### config.mk
export PLATFORM = sky130hd
export DESIGN_NAME = csi_rx_vc_packet_handler
export DESIGN_NICKNAME = d
export VERILOG_FILES = /design/src/rtl/csi_rx_pkg.sv /design/src/rtl/csi_rx_header_ecc.sv /design/src/rtl/csi_rx_vc_packet_handler.sv
export SDC_FILE = /design/constraint.sdc
export NUM_CORES = 1
export LEC_CHECK = 0
export ABC_CLOCK_PERIOD_IN_PS = 2900
export CAP_MARGIN = 25
export CORE_MARGIN = 4
export CORE_UTILIZATION = 51
export CTS_BUF_LIST = sky130_fd_sc_hd__clkbuf_4 sky130_fd_sc_hd__clkbuf_8 sky130_fd_sc_hd__clkbuf_16
export CTS_CLUSTER_DIAMETER = 40
export CTS_CLUSTER_SIZE = 16
export DETAILED_ROUTE_END_ITERATION = 7
export PLACE_DENSITY = 0.85
export SKIP_LAST_GASP = 1
export SYNTH_ARGS = -nofsm -noshare
export SYNTH_HDL_FRONTEND = slang
export SYNTH_SLANG_ARGS = --single-unit
### constraint.sdc
create_clock -name clock -period 2.9 [get_ports clock]
set_input_delay 0.29 -clock clock [delete_from_list [all_inputs] [get_ports clock]]
set_output_delay 0.29 -clock clock [all_outputs]
set_load 0.01 [all_outputs]
### src/rtl/csi_rx_pkg.sv
// Shared CSI-2 receive definitions: data types, header layout,
// packet-handler FSM states and header-ECC parity masks.
package csi_rx_pkg;

    localparam logic [5:0] DT_FS       = 6'h00;
    localparam logic [5:0] DT_FE       = 6'h01;
    localparam logic [5:0] DT_LS       = 6'h02;
    localparam logic [5:0] DT_LE       = 6'h03;
    localparam logic [5:0] DT_RAW8     = 6'h2A;
    localparam logic [5:0] DT_RAW10    = 6'h2B;
    localparam logic [5:0] DT_RAW12    = 6'h2C;
    localparam logic [5:0] DT_LONG_MIN = 6'h10;

    localparam int DI_LSB  = 0;
    localparam int WC_LSB  = 8;
    localparam int ECC_LSB = 24;

    typedef enum logic [1:0] {
        WAIT_HDR,
        LONG,
        DRAIN,
        DONE
    } state_t;

    // Parity bit i is the XOR of the header bits selected by ECC_MASK[i]
    localparam logic [5:0][23:0] ECC_MASK = {
        24'hEFFC00,
        24'hDF03F0,
        24'hB8E38E,
        24'h749A6D,
        24'hF2555B,
        24'hF12CB7
    };

    // ceil((n + add) / 4) without losing the carry out of 16 bits
    function automatic logic [15:0] div4_ceil(
        input logic [15:0] n,
        input logic [2:0]  add
    );
        logic [16:0] s;
        s = {1'b0, n} + {14'd0, add};
        return 16'(s >> 2);
    endfunction

endpackage

### src/rtl/csi_rx_header_ecc.sv
// Combinational CSI-2 header ECC: 6-bit Hamming code over DI+WC and
// a compare against the received ECC byte (top two bits must be 0).
// Ports: hdr (24-bit DI/WC), ecc_in (received byte), match (ECC ok).
module csi_rx_header_ecc
    import csi_rx_pkg::*;
(
    input  logic [23:0] hdr,
    input  logic [7:0]  ecc_in,
    output logic        match
);

    logic [5:0] ecc;

    always_comb begin
        ecc = '0;
        for (int i = 0; i < 6; i++) begin
            ecc[i] = ^(hdr & ECC_MASK[i]);
        end
    end

    assign match = (ecc_in == {2'b00, ecc});

endmodule

### src/rtl/csi_rx_vc_packet_handler.sv
// CSI-2 packet handler: parses headers, counts long packets by WC,
// tracks frame/line state per VC and forwards video payload.
// Ports: clock/reset/enable, combined word input (data, data_enable,
// data_frame, lp_detect), sync_wait/packet_done back to the aligner,
// payload stream with VC tag, per-VC vsync/in_frame/in_line, errors.
module csi_rx_vc_packet_handler
    import csi_rx_pkg::*;
#(
    parameter int          NUM_VC    = 4,
    parameter logic [3:0]  VC_EN     = 4'b1111,
    parameter logic [5:0]  FS_DT     = DT_FS,
    parameter logic [5:0]  FE_DT     = DT_FE,
    parameter logic [5:0]  VIDEO_DT  = DT_RAW8,
    parameter logic [15:0] MAX_LEN   = 16'd8192,
    parameter logic        CHECK_ECC = 1'b1
) (
    input  logic              clock,
    input  logic              reset,
    input  logic              enable,
    input  logic [31:0]       data,
    input  logic              data_enable,
    input  logic              data_frame,
    input  logic              lp_detect,
    output logic              sync_wait,
    output logic              packet_done,
    output logic [31:0]       payload,
    output logic              payload_enable,
    output logic              payload_frame,
    output logic [1:0]        payload_vc,
    output logic [NUM_VC-1:0] vsync,
    output logic [NUM_VC-1:0] in_frame,
    output logic [NUM_VC-1:0] in_line,
    output logic              ecc_err,
    output logic              len_err
);

    state_t            state;
    logic [15:0]       cnt;
    logic [15:0]       total;
    logic [15:0]       pay;
    logic              ovf;
    logic              fwd;
    logic [1:0]        pkt_vc;
    logic              pd_q;
    logic              pe_q;
    logic              ecce_q;
    logic              lene_q;
    logic [NUM_VC-1:0] vs_q;

    logic              hdr_valid;
    logic              ecc_match;
    logic [1:0]        vc;
    logic [5:0]        dt;
    logic [15:0]       wc;
    logic [15:0]       tot_raw;
    logic [15:0]       pay_raw;
    logic [15:0]       cnt_inc;
    logic [NUM_VC-1:0] vc_oh;
    logic [NUM_VC-1:0] pkt_oh;
    logic              vc_ok;

    // Out-of-range VCs map to an empty mask and are treated as disabled
    function automatic logic [NUM_VC-1:0] onehot(input logic [1:0] v);
        logic [NUM_VC-1:0] m;
        m = '0;
        for (int i = 0; i < NUM_VC; i++) begin
            if (v == 2'(i)) m[i] = 1'b1;
        end
        return m;
    endfunction

    csi_rx_header_ecc u_ecc (
        .hdr    (data[ECC_LSB-1:0]),
        .ecc_in (data[ECC_LSB +: 8]),
        .match  (ecc_match)
    );

    assign hdr_valid = data_enable && data_frame;
    assign dt        = data[DI_LSB +: 6];
    assign vc        = data[DI_LSB+6 +: 2];
    assign wc        = data[WC_LSB +: 16];
    assign tot_raw   = div4_ceil(wc, 3'd5);
    assign pay_raw   = div4_ceil(wc, 3'd3);
    assign cnt_inc   = (cnt == MAX_LEN) ? cnt : cnt + 16'd1;
    assign vc_oh     = onehot(vc);
    assign pkt_oh    = onehot(pkt_vc);
    assign vc_ok     = (vc_oh != '0) && VC_EN[vc];

    // Pulses are held while frozen and appear once enable returns
    assign packet_done    = pd_q & enable;
    assign payload_enable = pe_q & enable;
    assign ecc_err        = ecce_q & enable;
    assign len_err        = lene_q & enable;
    assign vsync          = vs_q & {NUM_VC{enable}};

    always_ff @(posedge clock) begin
        if (reset) begin
            state         <= WAIT_HDR;
            cnt           <= '0;
            total         <= '0;
            pay           <= '0;
            ovf           <= 1'b0;
            fwd           <= 1'b0;
            pkt_vc        <= '0;
            sync_wait     <= 1'b1;
            pd_q          <= 1'b0;
            pe_q          <= 1'b0;
            ecce_q        <= 1'b0;
            lene_q        <= 1'b0;
            vs_q          <= '0;
            payload       <= '0;
            payload_frame <= 1'b0;
            payload_vc    <= '0;
            in_frame      <= '0;
            in_line       <= '0;
        end else if (enable) begin
            pd_q   <= 1'b0;
            pe_q   <= 1'b0;
            ecce_q <= 1'b0;
            lene_q <= 1'b0;
            vs_q   <= '0;
            unique case (state)
                WAIT_HDR: begin
                    if (hdr_valid) begin
                        pkt_vc <= vc;
                        if (CHECK_ECC && !ecc_match) begin
                            ecce_q <= 1'b1;
                            pd_q   <= 1'b1;
                            state  <= DONE;
                        end else if (dt < DT_LONG_MIN) begin
                            pd_q  <= 1'b1;
                            state <= DONE;
                            if (vc_ok && dt == FS_DT) begin
                                in_frame <= in_frame | vc_oh;
                                vs_q     <= vc_oh;
                            end else if (vc_ok && dt == FE_DT) begin
                                in_frame <= in_frame & ~vc_oh;
                            end
                        end else begin
                            cnt       <= '0;
                            pay       <= pay_raw;
                            ovf       <= tot_raw > MAX_LEN;
                            total     <= (tot_raw > MAX_LEN) ? MAX_LEN : tot_raw;
                            fwd       <= vc_ok && dt == VIDEO_DT
                                         && (in_frame & vc_oh) != '0;
                            sync_wait <= 1'b0;
                            state     <= (pay_raw == '0) ? DRAIN : LONG;
                        end
                    end
                end
                LONG, DRAIN: begin
                    if (lp_detect) begin
                        lene_q    <= 1'b1;
                        pd_q      <= 1'b1;
                        sync_wait <= 1'b1;
                        state     <= DONE;
                    end else if (data_enable) begin
                        cnt <= cnt_inc;
                        if (fwd && cnt < pay) begin
                            payload       <= data;
                            pe_q          <= 1'b1;
                            payload_vc    <= pkt_vc;
                            payload_frame <= 1'b1;
                            in_line       <= in_line | pkt_oh;
                        end
                        if (cnt_inc >= total) begin
                            pd_q      <= 1'b1;
                            lene_q    <= ovf;
                            sync_wait <= 1'b1;
                            state     <= DONE;
                        end else if (cnt_inc >= pay) begin
                            state <= DRAIN;
                        end
                    end
                end
                DONE: begin
                    in_line       <= '0;
                    payload_frame <= 1'b0;
                    cnt           <= '0;
                    state         <= WAIT_HDR;
                end
                default: state <= WAIT_HDR;
            endcase
        end
    end

endmodule
; ---- Word level (Yosys, flattened, before mapping)
; Index checks and enable logic that the tools add are counted.
[op_classes]
eq_ne = 22
bitwise = 12
n_lt_le_gt_ge = 6
addsub = 3
reduce_logical = 32
n_mux = 67
[op_table]
columns = cell, n
row1 = 24-bit parity, 6
row2 = 16-bit two-way mux, 6
row3 = 16-bit case mux with 3 select lines, 1
row4 = 4-bit two-way mux, 10
row5 = 1-bit two-way mux, 35
row6 = 16-bit by 2-bit adder with 17-bit output (second input constant), 1
row7 = 16-bit by 3-bit adder with 17-bit output (second input constant), 1
row8 = 16-bit by 1-bit adder with 16-bit output (second input constant), 1
row9 = 16-bit by 14-bit equality test with 1-bit output (second input constant), 1
row10 = 16-bit by 15-bit greater-or-equal comparator with 1-bit output, 1
row11 = 16-bit greater-or-equal comparator, 1
row12 = 16-bit zero test, 1
row13 = 16-bit by 15-bit less-than comparator with 1-bit output, 1
row14 = 2-bit two-way mux, 8
row15 = 15-bit by 14-bit > comparator with 1-bit output (second input constant), 1
row16 = 15-bit two-way mux, 1
row17 = 5-bit AND reduction, 3
row18 = 4-bit AND, 3
row19 = 2-bit equality test (second input constant), 6
row20 = 2-bit != test (second input constant), 6
row21 = 6-bit AND reduction, 2
row22 = 8-bit by 6-bit equality test with 1-bit output, 1
row23 = 4-bit bitwise OR, 2
row24 = 4-bit case mux with 2 select lines, 1
row25 = 22 further kinds, 42
[totals]
regBits = 105
wordCells = 160
output_inout_bits = 52

; ---- Longest topological paths before layout
; Gate-level depths: netlist (run 1).
[depth]
ltp_word = 10
ltp_mapped = 16

; ---- Cells and area by module
; From an unflattened synthesis (run 1), not the netlist that was laid out.
[hier_totals]
hier_cells = 781
area_unflattened_um2 = 6631.4
[by_module_without_submodules]
columns = mod, instances, area_each_um2, seq_area_each_um2, cells_each
row1 = csi_rx_vc_packet_handler, 1, 6002.0, 2082.0, 715
row2 = csi_rx_header_ecc, 1, 629.4, 0.0, 66

; ---- Worst setup path after synthesis (run 1)
; Ideal clock, no wire load.
[synth_timing]
path_type = register to register
startpoint = reg cnt[3]
endpoint = reg state[1]
period_less_slack_ns = 3.190
stages_incl_launch_ff = 16
t_arrival_ns = 3.099
required_time_ns = 2.809
slack_ns = -0.290
path_cell_list = dfxtp_1 > clkbuf_1 > nand2_1 > nor3_1 > and4_1 > clkbuf_1 > nand2_1 > nor2_1 > xor2_1 > ha_1 > nand3_1 > a2111oi_0 > a211oi_1 > o22ai_1 > nor2_1 > a311oi_1
[synth_between]
elab_chain_cells = 7
[synth_rtl]
columns = item, line_no
row1 = start: declaration, csi_rx_vc_packet_handler.sv:38  ; logic [15:0] cnt;
row2 = start signal: assignment, csi_rx_vc_packet_handler.sv:158  ; cnt <= cnt_inc;
row3 = 16-bit by 1-bit adder with 16-bit output or 16-bit by 14-bit equality test with 1-bit output (tied branches), csi_rx_vc_packet_handler.sv:84  ; assign cnt_inc = (cnt == MAX_LEN) ? cnt : cnt + 16'd1;
row4 = 16-bit two-way mux (*), csi_rx_vc_packet_handler.sv:84
row5 = 16-bit greater-or-equal comparator, csi_rx_vc_packet_handler.sv:166  ; if (cnt_inc >= total) begin
row6 = 2-bit two-way mux, csi_rx_vc_packet_handler.sv:166
row7 = 2-bit two-way mux, csi_rx_vc_packet_handler.sv:157  ; end else if (data_enable) begin
row8 = 2-bit two-way mux, csi_rx_vc_packet_handler.sv:152  ; if (lp_detect) begin
row9 = 2-bit case mux with 3 select lines, csi_rx_vc_packet_handler.sv:122  ; unique case (state)
row10 = end signal: assignment, csi_rx_vc_packet_handler.sv:147  ; state <= (pay_raw == '0) ? DRAIN : LONG;
row11 = end: declaration, csi_rx_vc_packet_handler.sv:37  ; state_t state;
; Mark *: on every way between the ends. The rest lies on a longest branch, timed or not. The select of a mux whose other input is x is not followed.
; A chain may end at the register's enable or synchronous reset.

; ---- Worst setup path in the final report (run 1)
[layout_timing]
startpoint = reg cnt[1]
endpoint = reg state[1]
; Same word-level chain as after synthesis.

==> out/results.ini, run 1 <==
[run_status]
status=finished, violations left
failed_checks=setup timing

[cells_and_area]
final_core_util_pct=75.0
flow.area_growth_from_synthesis_pct=44.4
diodes=0
design_area_sq_um=10400
layout_commonest_cell=sky130_fd_sc_hd__nand2_1
layout.cells.most_common_list=178 x sky130_fd_sc_hd__nand2_1, 138 x sky130_fd_sc_hd__buf_4, 98 x sky130_fd_sc_hd__a21oi_1, 98 x sky130_fd_sc_hd__dfxtp_1, 71 x sky130_fd_sc_hd__clkdlybuf4s50_1
final_layout_size_suffix_gt1_share_pct=23.9
fillcell_total=812
nNetsFinal=1235

[synth]
synth-seq-cells=104
synth_nets=1039
yosys_warnings=0
synth-edff-count=0
syn-instance-count=930
synth_top_cell_area_share_pct=28.9
synth_sequential_area_ratio_pct=28.9
yosys_most_used_dff=sky130_fd_sc_hd__dfxtp_1
synthArstFlopShare_pct=0
dominant_cell_type_by_area_after_synthesis=sky130_fd_sc_hd__dfxtp_1
library_cells_used_by_synthesis=62
synth_top_cells_by_area=sky130_fd_sc_hd__dfxtp_1 29%, sky130_fd_sc_hd__ha_1 12%, sky130_fd_sc_hd__nand2_1 9.6%
mappedNetlistArea_sq_um=7210
syn-mean-instance-area_sq_um=7.75

[power]
total_leakage_power_nw=4.24
power-per-cell-area_nw_per_um2=442
power.total_mw=4.60
vdd_ir_drop_max_mv=0.322

[sta]
worst_tran_pin_value_ps=841
report.final.slew_viol_count=0
grt_setup_unrepaired=yes
fmax_ghz=0.318
fin_worst_hold_slack_ps=301
final_critical_path_setup_slack_ps=-247
setup_violations=23
final.setup_skew_ps=12.0
slew_headroom_pct=43.9
finalCriticalPeriod_ps=3150
hold_viol=0
post-route-period-util_pct=109

[route]
post-route-drc-count=0
antenna_left=0
vias_per_cell=6.27
drt-wirelength-per-cell_um=21.1
detail_route.wirelength_um=27700
route.vias.total=8220
firstDrtPassIters=8
initialDrtViolationCount=957

[global_routing]
overflow=0
number_of_antenna_violations_at_the_first_check_in_global_routing=0
groute.usage.overall_pct=28.5
vias_in_the_first_global_route=7810
grt_first_pass_wirelength_um=37600
maximum_number_of_pins_on_one_net_before_global_route_repair=78

[clock_network]
clkLatencyLatePin_ps=370
clkSlewWorstSetupHoldPaths_ps=80
h-tree-depth=3
tritoncts_clock_tree=done
cts_buffer_depth=2
tritoncts.num_buffers=9
clock-root-buffer=sky130_fd_sc_hd__clkbuf_16
tritoncts_num_sinks=104

[setup_path]
reg2reg_to=state[1]$_SDFFE_PP0P_
critPathKind=flop to flop
timing.critical_path.fanout_max=4
reg2reg_from=cnt[1]$_SDFFE_PP0P_
worst_setup_path_end_kind=flop
required_ps=3170
worst-r2r-setup-slack_ps=-250
critical_path_arrival_ps=3410
r2r.worst_path.cells=14
critical_path.startpoint_type=flop

[floorplan]
chipWidth_um=127
core_area_sq_um=13900
initial_core_util_pct=51.9
die_h_um=127
dieArea_sq_um=16100
floorplan.rows=43
boundaryPins=90

[flow_run]
max_cap_viol_count=0

[placed_design]
io_buffers=89
dpl-instance-area_sq_um=9210
detailedPlace.worstSlack_ps=-600
detailed_place_hpwl_um=16000
place.gp.congestion=0.914

[worst_hold_path]
hold-path-cell-count=2
hp-class=input port to flop
min_from=reset
min_delay_worst_endpoint=cnt[2]$_SDFFE_PP0P_

metal layers:
metal  wire length, um  vias up  global-route usage [%]
met2             13600      570                    49.6
met3              2360      180                    7.12
met4              1920        0                    15.3
li1                  -     3583                       -
met5                 0        -                       0
met1              9750     3887                    32.0
power breakdown:
| part | total (mW) | internal (mW) | switching (mW) |
|---|---|---|---|
| sequential | 1.49 | 1.46 | 0.0310 |
| clock | 1.54 | 0.875 | 0.667 |
| combinational | 1.57 | 0.686 | 0.889 |
state kept, by name, indices dropped and copies added (netlist names), named ones only:
signal and cells:
vs_q 4, pe_q 1, ovf 1, lene_q 1, payload 32, in_line 4
payload_frame 1, cnt 16, payload_vc 2, pkt_vc 2, state 2, pd_q 1
ecce_q 1, pay 15, sync_wait 1, total 15, fwd 1
logic make-up after synthesis:
group	share of synthesized area [%]
xor gates and xnor gates	12.3
AOI/OAI and AO/OA	15.8
buffers and inverters	6.14
DFF	28.9
muxes	0.972
adders and majority gates	12.3
and+or+nand+nor	23.6
worst max-delay path by stage:
stage,from,end,slack [ps],cells past startpoint
6_report,cnt[1]$_SDFFE_PP0P_,state[1]$_SDFFE_PP0P_,-250,14
5_1_grt,cnt[0]$_SDFFE_PP0P_,state[0]$_SDFFE_PP0P_,-320,16
4_1_cts,cnt[0]$_SDFFE_PP0P_,state[0]$_SDFFE_PP0P_,-10,16
3_5_place_dp,data[4],cnt[4]$_SDFFE_PP0P_,-600,11
3_3_place_gp,data[22],cnt[12]$_SDFFE_PP0P_,-570,11
2_1_floorplan,cnt[0]$_SDFFE_PP0P_,state[1]$_SDFFE_PP0P_,-5,13
area by class of cell:
| class | count | area [sq um] | area share (%) |
|---|---|---|---|
| clock buffer | 9 | 225 | 2.16 |
| clock inverter | 7 | 155 | 1.49 |
| inverter | 57 | 214 | 2.06 |
| multi-input combinational | 714 | 5360 | 51.5 |
| sequential | 104 | 2100 | 20.2 |
| tap | 180 | 225 | 2.16 |
| timing repair buffer | 240 | 2130 | 20.4 |
Yosys cell counts (all sizes together), types with 2 or more instances:
cell type  instances
nand2            185
dfxtp            104
a21oi             99
ha                71
xnor2             56
inv               55
clkbuf            43
nor2              40
nand3             33
xor2              25
o21ai             21
nand4             17
a21o              14
buf               12
and2              11
nor3              11
a211oi            10
or4               10
nor4               9
nand2b             8
nor2b              8
mux2i              7
o211ai             7
or3                7
xnor3              7
a31oi              5
and3               5
nand4b             5
o2111ai            5
o31ai              4
a22oi              3
or2                3
a2111oi            2
a311oi             2
and4               2
clkinv             2
nand3b             2
nor3b              2
o21a               2
o21bai             2
o221ai             2
o22ai              2
repair_timing:
action / 4_1_cts / 5_1_grt
pin swaps: 39 / 44
endpoints found under the hold margin: 0 / 0
endpoints found under the setup margin: 58 / 59
gates resized for setup: 65 / 68
hold buffers: 0 / 0
setup buffers: 12 / 10
per-stage QoR:
stage | TNS, ps | cells
after floorplan | -5.26 | 930
after global placement | -25020 | 1274
after detailed placement | -28650 | 1274
after CTS | -10.1 | 1302
after global routing | -4040 | 1311
final | -2020 | 1311
critical path, cell delays in order (launching register included):
cell                        delay, ps
sky130_fd_sc_hd__dfxtp_4          390
sky130_fd_sc_hd__nand2_4           70
sky130_fd_sc_hd__nor3_4           200
sky130_fd_sc_hd__and4_4           320
sky130_fd_sc_hd__nand2_4           80
sky130_fd_sc_hd__nor2_4           130
sky130_fd_sc_hd__xor2_2           100
sky130_fd_sc_hd__ha_1             320
sky130_fd_sc_hd__buf_6            120
sky130_fd_sc_hd__nand3_4           80
sky130_fd_sc_hd__a2111oi_4        380
sky130_fd_sc_hd__a211oi_2         130
sky130_fd_sc_hd__o22ai_2          300
sky130_fd_sc_hd__nor2_1           110
sky130_fd_sc_hd__a311oi_1         290
(Power assumes the default switching activity.)
==> inputs of run 2 (changes only) <==
--- a/config.mk
+++ b/config.mk
@@ -14,6 +14,7 @@
 export CTS_CLUSTER_SIZE = 16
 export DETAILED_ROUTE_END_ITERATION = 7
 export PLACE_DENSITY = 0.85
+export SKIP_CTS_REPAIR_TIMING = 1
 export SKIP_LAST_GASP = 1
 export SYNTH_ARGS = -nofsm -noshare
 export SYNTH_HDL_FRONTEND = slang
==> out/results.ini, run 2 (synthesized netlist as in run 1, its figures left out) <==
[clock_network]
clkSlewWorstSetupHoldPaths_ps=80
tritoncts_num_sinks=104
tritoncts.num_buffers=9
cts_buffer_depth=2
h-tree-depth=3
clkLatencyLatePin_ps=370
clock-root-buffer=sky130_fd_sc_hd__clkbuf_16
tritoncts_clock_tree=done

[sta]
hold_viol=0
fmax_ghz=0.324
report.final.slew_viol_count=0
fin_worst_hold_slack_ps=299
finalCriticalPeriod_ps=3090
setup_violations=31
post-route-period-util_pct=106
grt_setup_unrepaired=yes
final_critical_path_setup_slack_ps=-185
final.setup_skew_ps=13.1
worst_tran_pin_value_ps=851
slew_headroom_pct=43.3

[power]
seqPwrFrac_pct=32.8
p_int_mw=2.99
power.share.clock_pct=34.1
share_comb_of_total_power_pct=33.1
switching_share_pct=34.1
vdd_ir_drop_max_mv=0.290
total_leakage_power_nw=4.23
power_switching_mw=1.54
power.total_mw=4.53
power-per-cell-area_nw_per_um2=439

[global_routing]
grt_first_pass_wirelength_um=35300
groute.usage.overall_pct=26.6
overflow=0
number_of_antenna_violations_at_the_first_check_in_global_routing=1
vias_in_the_first_global_route=7489
maximum_number_of_pins_on_one_net_before_global_route_repair=78

[cells_and_area]
nNetsFinal=1233
fillcell_total=849
regMostFlops=payload
largestRegisters=payload (32), cnt (16)
final_core_util_pct=74.4
final_layout_size_suffix_gt1_share_pct=22.6
layout_commonest_cell=sky130_fd_sc_hd__nand2_1
instances_no_fill=1309
diodes=0
design_area_sq_um=10300
flow.area_growth_from_synthesis_pct=43.3
layout.cells.most_common_list=178 x sky130_fd_sc_hd__nand2_1, 135 x sky130_fd_sc_hd__buf_4, 98 x sky130_fd_sc_hd__dfxtp_1
largest_register_ffs=32

[route]
route.vias.total=8005
post-route-drc-count=0
initialDrtViolationCount=907
vias_per_cell=6.12
drt-wirelength-per-cell_um=20.4
detail_route.wirelength_um=26700
firstDrtPassIters=6
antenna_left=0

[floorplan]
die_h_um=127
floorplan.rows=43
dieArea_sq_um=16100
core_area_sq_um=13900
chipWidth_um=127
boundaryPins=90
initial_core_util_pct=51.9

[worst_hold_path]
hold-path-cell-count=2
min_from=reset
hp-class=input port to flop
min_delay_worst_endpoint=cnt[2]$_SDFFE_PP0P_

[setup_path]
critical_path.n_buffers_inverters=2
critPathKind=input port to flop
reg2reg_from=cnt[1]$_SDFFE_PP0P_
crit_top_cell=sky130_fd_sc_hd__xnor2_1
worstPathCellList=clkdlybuf4s50_1 -> buf_4 -> xnor2_1 -> xnor2_1 -> xnor3_2 -> nand4b_4 -> o41ai_4 -> nand2_2 -> or4_1 -> o211ai_1
required_ps=3170
critical_path_arrival_ps=3350
worst-r2r-setup-slack_ps=-170
slowest_cell_on_crit_path=sky130_fd_sc_hd__or4_1
timing.critical_path.fanout_max=7
reg2reg_to=state[1]$_SDFFE_PP0P_
r2r.worst_path.cells=15
worst_setup_path_end_kind=flop
path_delay_family=XOR/XNOR gates
critical_path.max_stage_delay_ps=590
critical_path.startpoint_type=input port

[placed_design]
place.gp.congestion=0.914
detailed_place_hpwl_um=16000
dpl-instance-area_sq_um=9210
io_buffers=89
place.detailed.instances=1274

[flow_run]
max_cap_viol_count=0

[run_status]
failed_checks=setup timing
status=finished, violations left

-- run 2: worst max path at each step --
stage                              from  slack [ps]                    end  cells after the start
global placement               data[22]        -570   cnt[12]$_SDFFE_PP0P_                     11
detailed placement              data[4]        -600    cnt[4]$_SDFFE_PP0P_                     11
global route                    data[9]        -300    cnt[4]$_SDFFE_PP0P_                     10
finish                          data[9]        -190    cnt[4]$_SDFFE_PP0P_                     10
floorplan           cnt[0]$_SDFFE_PP0P_          -5  state[1]$_SDFFE_PP0P_                     13
CTS                 cnt[0]$_SDFFE_PP0P_        -370  state[1]$_SDFFE_PP0P_                     13
-- run 2: power groups by stage --
| stage | clock network (mW) | logic [mW] | registers, mW |
|---|---|---|---|
| 2_1_floorplan | 0 | 0.768 | 1.52 |
| 3_3_place_gp | 0 | 1.22 | 1.52 |
| 3_5_place_dp | 0 | 1.26 | 1.52 |
| 4_1_cts | 1.54 | 1.28 | 1.48 |
| 5_1_grt | 1.60 | 1.59 | 1.49 |
| 6_report | 1.55 | 1.50 | 1.49 |
-- run 2: routing by layer --
layer / share of wire (%) / wire length (um) / GRT usage, % / vias up
met4: 5.7 / 1530 / 12.9 / 2
li1: - / - / - / 3569
met1: 37 / 9860 / 30.5 / 3780
met3: 7.9 / 2100 / 6.86 / 151
met2: 49 / 13200 / 46.1 / 503
met5: 0.030 / 8 / 0 / -
-- run 2: metrics by stage --
| stage | setup slack (ps) | setup TNS [ps] |
|---|---|---|
| 6_report | -185 | -1530 |
| 5_1_grt | -298 | -9910 |
| 2_1_floorplan | -5.26 | -5.26 |
| 3_5_place_dp | -600 | -28650 |
| 3_3_place_gp | -567 | -25020 |
| 4_1_cts | -372 | -7520 |
-- run 2: worst reg2reg max path: cells and delay by family, from the launching register on --
family,cells,cell delay (ps)
AO/OA/AOI/OAI,4,660
XOR/XNOR,1,310
adder cells (fa/ha/maj),2,470
buffers and inverters,2,230
flip-flops,1,380
AND/OR/NAND/NOR,6,870
-- run 2: area by class of cell --
cell class / instances / area, sq um / share of cell area (%)
clock buffers: 9 / 225 / 2.18
clock inverters: 7 / 155 / 1.50
inverters: 57 / 214 / 2.07
multi-input cells: 714 / 5260 / 50.9
flip-flops and latches: 104 / 2100 / 20.4
well taps: 180 / 225 / 2.18
repair buffers: 238 / 2150 / 20.8
